===== src/rtl/inst_fetch.sv =====
// Instruction fetch stage: a two-state (IDLE/RUN) sequencer that walks a
// byte-addressed instruction memory four bytes at a time and registers the
// returned word together with its address for the decode stage.
//
// Ports
//   clk          rising-edge system clock
//   rst          synchronous, active-low reset
//   stall        downstream hold request (freezes pc and the fetch outputs)
//   branch_en    redirect request; takes priority over stall
//   branch_addr  redirect target byte address (low two bits are ignored)
//   rom_ce       instruction-memory chip enable (registered)
//   rom_addr     instruction-memory byte address (the internal pc)
//   rom_data     instruction word, returned combinationally by the memory
//   if_pc        address of the instruction on if_inst
//   if_inst      fetched instruction
//   if_valid     if_inst/if_pc carry a real instruction
module inst_fetch #(
    parameter int unsigned ADDR_W   = 10,
    parameter int unsigned INST_W   = 32,
    parameter int unsigned RESET_PC = 0
) (
    input  logic              clk,
    input  logic              rst,
    input  logic              stall,
    input  logic              branch_en,
    input  logic [ADDR_W-1:0] branch_addr,
    output logic              rom_ce,
    output logic [ADDR_W-1:0] rom_addr,
    input  logic [INST_W-1:0] rom_data,
    output logic [ADDR_W-1:0] if_pc,
    output logic [INST_W-1:0] if_inst,
    output logic              if_valid
);

    typedef enum logic {
        IDLE = 1'b0,
        RUN  = 1'b1
    } state_t;

    localparam logic [ADDR_W-1:0] PC_INIT  = ADDR_W'(RESET_PC);
    localparam logic [ADDR_W-1:0] PC_STEP  = ADDR_W'(4);
    localparam logic [ADDR_W-1:0] WORD_MSK = ~ADDR_W'(3);

    state_t            state;
    logic [ADDR_W-1:0] pc;

    // The memory always sees the live pc.
    assign rom_addr = pc;

    // Sequencer, pc and fetch output registers. Capture happens only in RUN,
    // where rom_ce is already 1, so an undriven memory bus is never sampled.
    always_ff @(posedge clk) begin
        if (!rst) begin
            state    <= IDLE;
            pc       <= PC_INIT;
            rom_ce   <= 1'b0;
            if_pc    <= '0;
            if_inst  <= '0;
            if_valid <= 1'b0;
        end else begin
            case (state)
                IDLE: begin
                    state  <= RUN;
                    rom_ce <= 1'b1;
                end
                RUN: begin
                    rom_ce <= 1'b1;
                    if (branch_en) begin
                        // Redirect inserts one bubble; target is word-aligned.
                        pc       <= branch_addr & WORD_MSK;
                        if_pc    <= '0;
                        if_inst  <= '0;
                        if_valid <= 1'b0;
                    end else if (!stall) begin
                        // pc + 4 wraps naturally at 2^ADDR_W.
                        pc       <= pc + PC_STEP;
                        if_pc    <= pc;
                        if_inst  <= rom_data;
                        if_valid <= 1'b1;
                    end
                end
                default: begin
                    state <= IDLE;
                end
            endcase
        end
    end

endmodule

===== config.mk =====
export PLATFORM = sky130hd
export DESIGN_NAME = inst_fetch
export DESIGN_NICKNAME = d
export VERILOG_FILES = /design/src/rtl/inst_fetch.sv
export SDC_FILE = /design/constraint.sdc
export NUM_CORES = 1
export LEC_CHECK = 0
export ABC_CLOCK_PERIOD_IN_PS = 1200
export BUFFER_PORTS_ARGS = -buffer_cell sky130_fd_sc_hd__buf_2
export CAP_MARGIN = 20
export CORE_MARGIN = 2
export CORE_UTILIZATION = 42
export CTS_BUF_LIST = sky130_fd_sc_hd__clkbuf_8
export CTS_CLUSTER_DIAMETER = 60
export DETAILED_ROUTE_END_ITERATION = 12
export PLACE_DENSITY = 0.89
export SYNTH_ARGS = -nofsm -noshare
export SYNTH_HDL_FRONTEND = slang
export SYNTH_SLANG_ARGS = --single-unit

===== constraint.sdc =====
create_clock -name clk -period 1.2 [get_ports clk]
set_input_delay 0.12 -clock clk [delete_from_list [all_inputs] [get_ports clk]]
set_output_delay 0.12 -clock clk [all_outputs]
set_load 0.005 [all_outputs]

==> out/qor.csv <==
stage,metric,value,unit
outcome,status,completed,
clock_tree,worst skew pair latency,0.29,ns
timing,Slew Limit Fails,0,
die,Die Width,71.76,um
power,combinational share of power,0.136,
power,leakage,0.001288,uW
die,die area,0.005149,mm2
cells_and_area,Non-Filler Instances,360,
clock_tree,Clock Sink Count,51,
cells_and_area,most frequent cells in the layout,"buf_2 (95), nor2_1 (47), dfxtp_1 (47), a22oi_1 (31)",
placed_design,Inst Count DP,348,
clock_tree,CTS root buf,clkbuf_8,
cells_and_area,area grow syn2layout,44.00,%
power,Clock power frac,0.318,
global_routing,largest net degree at the start of global routing,30,
critical_path,"Buf+Inv Stages, Crit Path",2,
clock_tree,CTS tree,done,
power,Pint,2485,uW
min_path,worst hold path class,in -> reg,
critical_path,CP max FO,7,
global_routing,number of global-route vias before repair,1778,
die,die height,71.76,um
route,iteration count of the initial detailed-routing pass,4,
critical_path,family with the most delay on the worst path,simple AND/OR/NAND/NOR gates,
critical_path,Critical Path Sink Type,flip-flop,
critical_path,critical path's slowest cell,dfxtp_2,
synth,mean area per synthesized cell,9.405,um2
power,peak supply drop,783.6,uV
clock_tree,cts hold-fix bufs,0,
clock_tree,H-tree depth,2,
timing,final hold vios,0,
critical_path,max incr delay on CP,0.33,ns
timing,minimum clock period,1.169,ns
global_routing,global-route wire length before repair,7872,um
timing,RSZ-0062 raised after global routing,yes,
clock_tree,clk buf depth,2,
critical_path,Critical Path RT,1.42,ns
synth,Mapped Cells,205,
route,Final ANT Viol Nets,0,
route,final wirelength,5275,um
cells_and_area,"most common cell after layout, fill and taps aside",buf_2,
route,Via Count,1942,
timing,Setup-failing EPs final,0,
synth,"Cell Area, Synth",0.001928,mm2
clock_tree,clk slew on worst S/H paths,0.09,ns
synth,"Seq/Total Area, Yosys",0.5295,
cells_and_area,ANT cells,0,
power,pwr/cell area,1176,mW/mm2
die,# IOs,100,
cells_and_area,Final #Nets,354,
placed_design,I/O Buffers,95,
die,Initial Utilization,0.4398,
synth,yosys warns,0,
power,sequential fraction of design power,0.546,
power,switch share,0.2388,
global_routing,gr usage total,0.1912,
critical_path,kind of critical path,reg -> reg,
route,DRC Markers,0,
critical_path,crit-path cells,nor3b_4 -> buf_6 -> buf_12 -> nand3b_1 -> o221ai_1,
route,drt initial violations,143,
route,Wirelength per Cell,14.65,um
cells_and_area,share of post-route cells with drive strength above 1,0.4643,
timing,Peak Freq,855.4,MHz
timing,final worst path period share,0.9742,
power,NetSw,779.5,uW
placed_design,GP Congestion,0.8977,
route,Via density,5.394,
die,core footprint,0.004384,mm2
critical_path,Worst Setup Start Kind,flip-flop,
flow_run,max-cap violation count,0,
synth,"flops & latches, synth",51,
critical_path,arrival time worst endpoint,1.39,ns
clock_tree,Num CTS Buffers,5,
power,Tot Pwr,3264,uW
global_routing,gr ovfl total,0,
timing,Layout Skew,0.005399,ns
die,# rows,24,
synth,synth unique cells,29,
placed_design,post-DP HPWL,3492,um
global_routing,initial antenna violation count,0,
## cell families after synthesis
group           Yosys count  synth area share
compound gates           64            0.2375
fa+ha+maj                 1          0.006488
buf+inv                  21           0.06554
flops                    51            0.5295
mux                       2           0.01038
other cells               1          0.001945
simple gates             65            0.1486
## metal layers
layer  GRT usage  share of wire  vias up
met5           0              0        -
met4     0.08176          0.024        0
met3     0.05204          0.063       14
met2      0.2963           0.46       85
met1      0.2509           0.45      901
li1            -              -      942
## cells in the mapped netlist (all sizes together)
library cell  number  area, um2
inv                2      7.500
a22o               1      8.760
nand3              3      15.01
conb               1      3.750
o221ai             1      8.760
o211ai             2      15.01
dfxtp             51       1021
o21a               3      22.52
o21ai              7      38.79
a22oi             41      307.8
a21oi              5      25.02
nor2              48      180.2
nand2              3      11.26
a211oi             1      7.510
a31oi              1      6.260
a32oi              2      17.52
nand4              3      18.77
nor3b              1      18.77
ha                 1      12.51
nor3               2      10.01
buf               12      92.58
mux2i              2      20.02
clkbuf             7      26.28
nand3b             1      7.510
and3               4      25.02
## registers in the layout, indices dropped and copies added (netlist names)
name and flops:
state 1, if_inst 32, rom_addr 8, if_pc 9, if_valid 1
## per-stage QoR
| step | worst slack [ns] | instance area (um2) | setup TNS, ns | util | hold WS (ns) |
|---|---|---|---|---|---|
| after CTS | 0.006779 | 2621 | 0 | 0.5979 | 0.03117 |
| after global placement | 0.06324 | 2521 | 0 | 0.5751 | 0.3454 |
| after detailed placement | 0.02179 | 2521 | 0 | 0.5751 | 0.3493 |
| after global routing | -0.05030 | 2776 | -0.3912 | 0.6333 | 0.02198 |
| after floorplan | 0.0003834 | 1933 | 0 | - | 0.1477 |
| final | 0.03099 | 2776 | 0 | 0.6333 | 0.04992 |
## worst paths after layout
path	start	depth (start not counted)	slack, ns	to
worst max register to register	state	5	0.03	rom_addr[8]
worst min-delay path	rst	1	0.05	state
worst min register to register	if_pc[1]	1	0.49	if_pc[1]
worst max-delay path	state	5	0.03	rom_addr[8]
## final cells by class
type	instances	area (um2)
fill	347	1608
multi-input combinational	134	872.1
clock inverter	1	3.754
tap	52	65.06
inverter	2	7.507
clock buffer	7	96.34
sequential	51	1028
timing repair buffer	113	703.2
## power by group through the flow
stage	logic [uW]	registers, uW	clock network (uW)
after floorplan	186	1830	0
after detailed placement	401	1810	0
final	444	1780	1040
after global routing	488	1790	1150
after global placement	389	1810	0
after CTS	402	1780	1070
## what timing repair did
item / 4_1_cts / 5_1_grt
setup buffers: 0 / 2
resized for setup: 0 / 22
endpoints found under the setup margin: 0 / 17
(Power assumes the default switching activity.)
